[config.mk]
export PLATFORM = sky130hd
export DESIGN_NAME = prog_encoder
export DESIGN_NICKNAME = d
export VERILOG_FILES = /design/src/rtl/prog_encoder.sv
export SDC_FILE = /design/constraint.sdc
export NUM_CORES = 1
export LEC_CHECK = 0
export ABC_AREA = 1
export CAP_MARGIN = 30
export CORE_MARGIN = 8
export CORE_UTILIZATION = 39
export DETAILED_ROUTE_END_ITERATION = 6
export PLACE_DENSITY_LB_ADDON = 0.3
export SETUP_SLACK_MARGIN = 0.3
export SLEW_MARGIN = 20
export SYNTH_ARGS = -nofsm -noshare
export SYNTH_HDL_FRONTEND = slang
export SYNTH_SLANG_ARGS = --single-unit
[constraint.sdc]
create_clock -name clk -period 1.55 [get_ports clk]
set_input_delay 0.465 -clock clk [delete_from_list [all_inputs] [get_ports clk]]
set_output_delay 0.465 -clock clk [all_outputs]
set_load 0.005 [all_outputs]
[src/rtl/prog_encoder.sv]
`default_nettype none
// ============================================================================
// Module      : prog_encoder
// Description : Instruction encoder and instruction-memory loader. Accepts
//               symbolic instructions (mnemonic + fields) over a valid/ready
//               handshake, encodes each one into a 32-bit MIPS word and writes
//               the words sequentially into instruction memory through an
//               acknowledged write port.
// Revision    : 1.0 - initial release
// ----------------------------------------------------------------------------
// Parameters:
//   ADDR_WIDTH : instruction-memory word-address width (2^ADDR_WIDTH words)
//   BASE_ADDR  : first word address written after start
// Ports:
//   clk, rst        : clock, synchronous active-high reset
//   start           : begin a new program load (honoured in IDLE/DONE/ERROR)
//   in_valid/ready  : instruction request handshake
//   in_op           : mnemonic (0 ADD .. 10 ANDI, 11-15 illegal)
//   in_rs/rt/rd     : register fields
//   in_imm          : immediate/offset, passed through unmodified
//   in_target       : jump target field
//   in_last         : final instruction of the program
//   mem_we/addr/wdata/ack : acknowledged instruction-memory write port
//   busy, done, err : status (ACCEPT|WRITE, DONE, ERROR)
//   count           : words written since last start
// ============================================================================
module prog_encoder #(
  parameter int ADDR_WIDTH = 10,
  parameter int BASE_ADDR  = 0
) (
  input  logic                  clk,
  input  logic                  rst,
  input  logic                  start,
  input  logic                  in_valid,
  output logic                  in_ready,
  input  logic [3:0]            in_op,
  input  logic [4:0]            in_rs,
  input  logic [4:0]            in_rt,
  input  logic [4:0]            in_rd,
  input  logic [15:0]           in_imm,
  input  logic [25:0]           in_target,
  input  logic                  in_last,
  output logic                  mem_we,
  output logic [ADDR_WIDTH-1:0] mem_addr,
  output logic [31:0]           mem_wdata,
  input  logic                  mem_ack,
  output logic                  busy,
  output logic                  done,
  output logic                  err,
  output logic [ADDR_WIDTH:0]   count
);

  // --------------------------------------------------------------------------
  // Constants
  // --------------------------------------------------------------------------
  localparam logic [ADDR_WIDTH-1:0] c_base     = ADDR_WIDTH'(BASE_ADDR);
  // Number of words that fit in memory; reaching it without "last" overflows.
  localparam logic [ADDR_WIDTH:0]   c_capacity = {1'b1, {ADDR_WIDTH{1'b0}}};

  // Mnemonic codes presented on in_op
  localparam logic [3:0] c_mn_add  = 4'd0;
  localparam logic [3:0] c_mn_and  = 4'd1;
  localparam logic [3:0] c_mn_jr   = 4'd2;
  localparam logic [3:0] c_mn_lw   = 4'd3;
  localparam logic [3:0] c_mn_sw   = 4'd4;
  localparam logic [3:0] c_mn_beq  = 4'd5;
  localparam logic [3:0] c_mn_bne  = 4'd6;
  localparam logic [3:0] c_mn_j    = 4'd7;
  localparam logic [3:0] c_mn_jal  = 4'd8;
  localparam logic [3:0] c_mn_addi = 4'd9;
  localparam logic [3:0] c_mn_andi = 4'd10;

  // Primary opcodes understood by the controller
  localparam logic [5:0] c_op_rtype = 6'b000000;
  localparam logic [5:0] c_op_lw    = 6'b100011;
  localparam logic [5:0] c_op_sw    = 6'b101011;
  localparam logic [5:0] c_op_beq   = 6'b000100;
  localparam logic [5:0] c_op_bne   = 6'b000101;
  localparam logic [5:0] c_op_j     = 6'b000010;
  localparam logic [5:0] c_op_jal   = 6'b000011;
  localparam logic [5:0] c_op_addi  = 6'b001000;
  localparam logic [5:0] c_op_andi  = 6'b001100;

  // R-type function codes
  localparam logic [5:0] c_fn_add   = 6'b100000;
  localparam logic [5:0] c_fn_and   = 6'b100100;
  localparam logic [5:0] c_fn_jr    = 6'b001000;

  // --------------------------------------------------------------------------
  // State machine
  // --------------------------------------------------------------------------
  typedef enum logic [2:0] {
    ST_IDLE   = 3'd0,
    ST_ACCEPT = 3'd1,
    ST_WRITE  = 3'd2,
    ST_DONE   = 3'd3,
    ST_ERROR  = 3'd4
  } state_t;

  state_t                r_state;
  state_t                w_next_state;

  logic [ADDR_WIDTH-1:0] r_addr;
  logic [31:0]           r_wdata;
  logic                  r_last;
  logic [ADDR_WIDTH:0]   r_count;

  logic                  w_legal;
  logic [31:0]           w_word;
  logic [ADDR_WIDTH:0]   w_count_inc;
  logic                  w_accept;
  logic                  w_restart;

  // --------------------------------------------------------------------------
  // Instruction encoder (purely combinational on the request fields)
  // --------------------------------------------------------------------------
  always_comb begin
    w_legal = 1'b1;
    w_word  = 32'd0;
    case (in_op)
      c_mn_add:  w_word = {c_op_rtype, in_rs, in_rt, in_rd, 5'd0, c_fn_add};
      c_mn_and:  w_word = {c_op_rtype, in_rs, in_rt, in_rd, 5'd0, c_fn_and};
      c_mn_jr:   w_word = {c_op_rtype, in_rs, 15'd0, c_fn_jr};
      c_mn_lw:   w_word = {c_op_lw,   in_rs, in_rt, in_imm};
      c_mn_sw:   w_word = {c_op_sw,   in_rs, in_rt, in_imm};
      c_mn_beq:  w_word = {c_op_beq,  in_rs, in_rt, in_imm};
      c_mn_bne:  w_word = {c_op_bne,  in_rs, in_rt, in_imm};
      c_mn_j:    w_word = {c_op_j,    in_target};
      c_mn_jal:  w_word = {c_op_jal,  in_target};
      c_mn_addi: w_word = {c_op_addi, in_rs, in_rt, in_imm};
      c_mn_andi: w_word = {c_op_andi, in_rs, in_rt, in_imm};
      default:   w_legal = 1'b0;
    endcase
  end

  assign w_count_inc = r_count + (ADDR_WIDTH + 1)'(1);
  // A request is consumed whenever it is offered in ACCEPT, legal or not.
  assign w_accept    = (r_state == ST_ACCEPT) && in_valid;
  // start is only honoured from the resting states.
  assign w_restart   = start && ((r_state == ST_IDLE) || (r_state == ST_DONE) ||
                                 (r_state == ST_ERROR));

  // --------------------------------------------------------------------------
  // State register
  // --------------------------------------------------------------------------
  always_ff @(posedge clk) begin
    if (rst) begin
      r_state <= ST_IDLE;
    end else begin
      r_state <= w_next_state;
    end
  end

  // --------------------------------------------------------------------------
  // Next-state logic
  // --------------------------------------------------------------------------
  always_comb begin
    w_next_state = r_state;
    case (r_state)
      ST_IDLE, ST_DONE, ST_ERROR: begin
        if (start) begin
          w_next_state = ST_ACCEPT;
        end
      end
      ST_ACCEPT: begin
        if (in_valid) begin
          w_next_state = w_legal ? ST_WRITE : ST_ERROR;
        end
      end
      ST_WRITE: begin
        if (mem_ack) begin
          if (r_last) begin
            w_next_state = ST_DONE;
          end else if (w_count_inc == c_capacity) begin
            // Memory is full and the program has not finished.
            w_next_state = ST_ERROR;
          end else begin
            w_next_state = ST_ACCEPT;
          end
        end
      end
      default: w_next_state = ST_IDLE;
    endcase
  end

  // --------------------------------------------------------------------------
  // Datapath registers
  // --------------------------------------------------------------------------
  always_ff @(posedge clk) begin
    if (rst) begin
      r_addr  <= c_base;
      r_wdata <= 32'd0;
      r_last  <= 1'b0;
      r_count <= '0;
    end else begin
      if (w_restart) begin
        r_addr  <= c_base;
        r_count <= '0;
      end
      if (w_accept && w_legal) begin
        r_wdata <= w_word;
        r_last  <= in_last;
      end
      if ((r_state == ST_WRITE) && mem_ack) begin
        // Natural wrap modulo 2^ADDR_WIDTH.
        r_addr  <= r_addr + ADDR_WIDTH'(1);
        r_count <= w_count_inc;
      end
    end
  end

  // --------------------------------------------------------------------------
  // Outputs
  // --------------------------------------------------------------------------
  assign in_ready  = (r_state == ST_ACCEPT);
  assign mem_we    = (r_state == ST_WRITE);
  assign mem_addr  = r_addr;
  assign mem_wdata = r_wdata;
  assign busy      = (r_state == ST_ACCEPT) || (r_state == ST_WRITE);
  assign done      = (r_state == ST_DONE);
  assign err       = (r_state == ST_ERROR);
  assign count     = r_count;

endmodule
`default_nettype wire

==> results.ini, run 1 <==
[worst_hold_path]
min_path_type = reg -> reg

[logic_synthesis]
syn_nets = 492
ys_seq_area_frac = 0.376
syn_area_per_cell_sq_um = 7.06
synth_cell_types = 39
synth-seq-cells = 56
ys_warn_count = 0
synthCells = 422
netlist_area_sq_um = 2980

[cells_and_area]
multiInputGateArea_sq_um = 2280
syn_to_final_growth_pct = 114
post-route-util = 0.844
fin_cells = 763
final_common_cell = buf_4
finalNetCount = 730
regArea_sq_um = 1220
fill_cells = 390
stdcell_area_sq_um = 6390
n_antenna_cell = 0
drive_gt1_frac = 0.637
final_cell_mix = buf_4 (79), buf_6 (75), nand2_1 (73), clkdlybuf4s50_1 (62), dfxtp_2 (43)

[sta]
fin_setup_tns_ns = -4.26
setup_viol = 58
clock_skew_ns = 0.0100
hold_violations = 0
fin_crit_sh = 1.12
slew_viol_final = 0
layout_setup_ws_ns = -0.189
fin_crit_ns = 1.74
rsz0062_at_grt = yes
max_freq_ghz = 0.575

[floorplanning]
die_area_sq_um = 10700
initial_core_util = 0.394
ios = 125
die_h_um = 103
die_w_um = 103
row_count = 32
core_area_sq_um = 7570

[cts]
cts_inserted_buffers = 5
clock_path_buffers = 2
cts_tree = yes
hold_buffers = 0
numClockSinks = 56
htreeDepth = 2
path_clk_slew_ns = 0.11
cts-root-buf = clkbuf_8
worstSkewPairLatency_ns = 0.32

[setup_path]
worst-path-max-fanout = 4
crit_path_cell_trace = inv_2 > nor2_4 > nand2_2 > inv_2 > or2_4 > buf_6
startpoint_type = flop
critPathArrivalTime_ns = 1.27
cpPeakStageDelay_ns = 0.38
critPathSlowestCell = dfxtp_4
path_class = reg -> out
crit_top_cell = inv_2
crit_path_end_kind = primary output
required_ns = 1.08

[global_route]
grt_pass1_wl_um = 19500
grt_use_total = 0.233
grt_pass1_vias = 4210
grt_max_degree = 23
antenna_found_initial = 0
gr-total-overflow = 0

[power_and_ir_drop]
p_int_mw = 3.10
powerDensity_nw_per_um2 = 738
clockPowerShare = 0.178
peakVddDrop_v = 0.000549
p_seq_frac = 0.356
p_sw_frac = 0.343
pwr-share-comb = 0.466
p_sw_mw = 1.62
p_leak_nw = 2.61

[drt]
drt_iter0_drc = 173
num_vias = 4035
met2WireLength_um = 7480
postRouteAntennaNets = 0
via_per_inst = 5.29
routed_wl_um = 14100
top_layer = met4
routedWlPerCell_um = 18.4
drtPass1Iterations = 4
drc = 0
wl_met1_um = 5240
routed-wl-met3_um = 866

[placement]
dpl_cell_area_sq_um = 4870
port_buffers = 123
place_congestion = 0.824
hpwl_um = 7680
dp_cells = 677

[status]
violations = setup timing
status = finished with violations

[job]
drv_cap = 0

through the flow:
stage | hold slack [ns] | power, mW | setup slack [ns]
global placement | 0.465 | 3.02 | -0.592
global route | 0.551 | 4.90 | -0.244
detailed placement | 0.475 | 3.05 | -0.677
finish | 0.533 | 4.71 | -0.189
CTS | 0.496 | 4.31 | -0.162
floorplan | 0.445 | 2.27 | 0.159
sequential cells by signal (all words and copies together) (netlist names):
| signal | cells |
|---|---|
| count | 11 |
| mem_addr | 10 |
| mem_wdata | 31 |
| r_last | 1 |
| r_state | 3 |
logic make-up (layout without fill, tap and decap cells):
kind of cell    Yosys count  after routing  share of synthesized area
other cells               1              1                    0.00126
fa+ha+maj                 3              3                     0.0126
xor+xnor                  1              1                    0.00294
flops                    56             56                      0.376
simple gates            171            171                      0.259
compound gates          131            131                      0.247
buf+inv                  59            298                      0.100
power by group through the flow:
| stage | Combinational [mW] | Clock (mW) | Sequential [mW] |
|---|---|---|---|
| 2_1_floorplan | 0.597 | 0 | 1.68 |
| 6_report | 2.19 | 0.839 | 1.68 |
| 4_1_cts | 1.83 | 0.828 | 1.65 |
| 3_3_place_gp | 1.35 | 0 | 1.67 |
| 3_5_place_dp | 1.38 | 0 | 1.67 |
| 5_1_grt | 2.31 | 0.897 | 1.69 |
layout make-up:
cell class	instances	share of cell area
well taps	102	0.0200
repair inverters	1	0.00117
multi-input cells	307	0.357
repair buffers	248	0.389
clock buffers	6	0.0114
clock inverters	2	0.00196
flip-flops and latches	56	0.191
inverters	41	0.0292
metal layers:
metal | global-route usage | up-vias
met1 | 0.237 | 1931
met4 | 0.0968 | 0
met3 | 0.0609 | 37
met2 | 0.436 | 182
met5 | 0 | -
li1 | - | 1885
worst max-delay path: cells and delay by family (launching register included):
kind | cells | cell delay (ns)
flops | 1 | 0.38
simple gates | 3 | 0.34
buf+inv | 3 | 0.23
cells in the mapped netlist, drive strengths merged:
cell type,count,share of area
nand2,110,0.14
a21oi,69,0.12
dfxtp,56,0.38
o21ai,45,0.077
inv,41,0.052
nor2,31,0.052
nand3,18,0.032
buf,13,0.042
a31oi,5,0.013
clkbuf,5,0.0063
a41oi,4,0.012
nor3,4,0.014
ha,3,0.013
or2,3,0.0063
a211oi,2,0.0050
a221oi,2,0.010
a22oi,2,0.0050
nand3b,2,0.0050
and3,1,0.0038
and3b,1,0.0029
conb,1,0.0013
nand4,1,0.0021
o211ai,1,0.0025
o21bai,1,0.0025
xnor2,1,0.0029
path summary, 6_finish.rpt:
| kind | from | endpoint | slack, ns | cells after the start |
|---|---|---|---|---|
| setup / recovery | r_state[1]$_SDFFE_PP0P_ | busy | -0.19 | 6 |
| hold / removal | r_state[1]$_SDFFE_PP0P_ | r_state[1]$_SDFFE_PP0P_ | 0.53 | 2 |
| setup reg to reg | r_state[0]$_SDFFE_PP0P_ | mem_wdata[11]$_SDFFE_PP0P_ | -0.15 | 10 |
| hold reg to reg | r_state[1]$_SDFFE_PP0P_ | r_state[1]$_SDFFE_PP0P_ | 0.53 | 2 |
timing repair:
action	CTS	global route
resized for setup	452	99
endpoints found under the setup margin	113	110
cloned	6	0
setup buffers	57	15
endpoints found under the hold margin	0	0
pin swaps	35	25
No activity file was read; power rests on OpenSTA's default activity.
==> run 2: changes to the inputs <==
--- a/config.mk
+++ b/config.mk
@@ -10,9 +10,9 @@
 export CORE_MARGIN = 8
 export CORE_UTILIZATION = 39
 export DETAILED_ROUTE_END_ITERATION = 6
-export PLACE_DENSITY_LB_ADDON = 0.3
+export PLACE_DENSITY = 0.81
 export SETUP_SLACK_MARGIN = 0.3
-export SLEW_MARGIN = 20
+export SLEW_MARGIN = 5
 export SYNTH_ARGS = -nofsm -noshare
 export SYNTH_HDL_FRONTEND = slang
 export SYNTH_SLANG_ARGS = --single-unit
==> results.ini, run 2 (synthesis results as in run 1) <==
[floorplanning]
die_h_um = 103
row_count = 32
ios = 125
initial_core_util = 0.394
die_area_sq_um = 10700
core_area_sq_um = 7570
die_w_um = 103

[cells_and_area]
final_common_cell = buf_4
final_cell_mix = buf_4 (77), nand2_1 (76), buf_6 (70), clkdlybuf4s50_1 (62), dfxtp_2 (42)
stdcell_area_sq_um = 6580
n_antenna_cell = 0
drive_gt1_frac = 0.636
finalNetCount = 734
largest_reg_flops = 31
syn_to_final_growth_pct = 121
fill_cells = 341
post-route-util = 0.870

[global_route]
grt_max_degree = 23
grt_pass1_wl_um = 21800
grt_pass1_vias = 4517
antenna_found_initial = 0
grt_use_total = 0.263
gr-total-overflow = 0

[sta]
fin_crit_sh = 1.20
fin_crit_ns = 1.87
hold_violations = 0
clock_skew_ns = 0.0166
layout_setup_ws_ns = -0.317
slew_viol_final = 0
max_freq_ghz = 0.536
rsz0062_at_grt = yes
timing.hold.ws_ns = 0.513
setup_viol = 58

[worst_hold_path]
hold_end = mem_addr[8]$_SDFFE_PP0P_
min_path_cells = 2
hold_start = mem_addr[8]$_SDFFE_PP0P_
min_path_type = reg -> reg

[setup_path]
ff2ff_setup_slack_ns = -0.32
startpoint_type = flop
crit_path_cell_trace = nor3_4 > buf_6 > buf_6 > nand2_4 > nor2_4 > buf_8 > buf_12 > buf_16 > o21ai_2 > a21oi_1
path_class = reg -> reg
r2r_cells = 10
crit_top_cell = buf_6
crit_path_end_kind = flop
critPathSlowestCell = dfxtp_4
worst-path-max-fanout = 5
path_delay_family = buffers and inverters
reg2reg_from = r_state[1]$_SDFFE_PP0P_
critPathArrivalTime_ns = 2.09
required_ns = 1.78
r2r-end = mem_wdata[23]$_SDFFE_PP0P_
cpPeakStageDelay_ns = 0.39
worstPathBufferInverterCount = 5

[power_and_ir_drop]
p_seq_frac = 0.322
p_leak_nw = 2.71
finalPower_mw = 5.23
clockPowerShare = 0.198
p_sw_frac = 0.346
p_sw_mw = 1.81
pwr-share-comb = 0.479
peakVddDrop_v = 0.000566
powerDensity_nw_per_um2 = 796
p_int_mw = 3.42

[drt]
drtPass1Iterations = 6
num_vias = 4408
postRouteAntennaNets = 0
routedWlPerCell_um = 21.9
routed_wl_um = 16800
drt_iter0_drc = 219
via_per_inst = 5.75
drc = 0

[placement]
dp_worst_setup_slack_ns = -0.729
hpwl_um = 8110
dpl_cell_area_sq_um = 4780
port_buffers = 123
place_congestion = 0.927

[cts]
cts_inserted_buffers = 5
clock_path_buffers = 2
htreeDepth = 2
cts-root-buf = clkbuf_8
path_clk_slew_ns = 0.12
worstSkewPairLatency_ns = 0.32
cts_tree = yes
numClockSinks = 56

[status]
violations = setup timing
status = finished with violations

[job]
drv_cap = 0

-- run 2: how the worst max path moves through the flow --
stage                            startpoint                         end  slack (ns)  cells past startpoint
CTS                 r_state[1]$_SDFFE_PP0P_                        busy       -0.20                      6
global route        r_state[1]$_SDFFE_PP0P_  mem_wdata[23]$_SDFFE_PP0P_       -0.40                     10
finish              r_state[1]$_SDFFE_PP0P_  mem_wdata[23]$_SDFFE_PP0P_       -0.32                     10
floorplan                          in_op[0]  mem_wdata[16]$_SDFFE_PP0P_        0.16                      9
detailed placement                 in_op[0]  mem_wdata[23]$_SDFFE_PP0P_       -0.73                      9
global placement                   in_op[0]  mem_wdata[23]$_SDFFE_PP0P_       -0.66                      9
-- run 2: final cells by class --
class | instances | area (sq um) | area share
Tap cell | 102 | 128 | 0.0194
Sequential cell | 56 | 1220 | 0.186
Timing Repair Buffer | 251 | 2590 | 0.393
Clock inverter | 3 | 47.5 | 0.00723
Inverter | 41 | 195 | 0.0297
Multi-Input combinational cell | 308 | 2320 | 0.353
Clock buffer | 5 | 68.8 | 0.0105
Timing Repair inverter | 1 | 7.51 | 0.00114
-- run 2: metal layers --
| layer | vias up | global-route usage | wire length, um | part of all wire |
|---|---|---|---|---|
| met3 | 111 | 0.0790 | 1490 | 0.089 |
| met1 | 2110 | 0.252 | 5610 | 0.33 |
| met4 | 0 | 0.160 | 1290 | 0.076 |
| li1 | 1892 | - | - | - |
| met2 | 295 | 0.482 | 8440 | 0.50 |
| met5 | - | 0 | 0 | 0 |
-- run 2: power groups by stage --
stage / logic [mW] / registers [mW] / clock network (mW)
final: 2.51 / 1.69 / 1.04
after floorplan: 0.597 / 1.68 / 0
after detailed placement: 1.33 / 1.67 / 0
after CTS: 2.04 / 1.67 / 1.02
after global placement: 1.29 / 1.67 / 0
after global routing: 2.62 / 1.70 / 1.09
-- run 2: what timing repair did --
action | in CTS | in global routing
setup buffers | 59 | 17
hold buffers | 0 | 0
endpoints found under the setup margin | 113 | 108
cloned | 10 | 0
gates resized for setup | 463 | 110
pin swaps | 29 | 36
-- run 2: tightest hold or removal path: stages, from the launching register on --
cell     delay, ns
dfxtp_2       0.35
inv_1         0.07
a21oi_1       0.06
-- run 2: through the flow --
step | TNS (ns) | std cells
global route | -13.44 | 767
global placement | -25.01 | 673
finish | -9.27 | 767
floorplan | 0 | 422
detailed placement | -26.96 | 673
CTS | -3.39 | 750
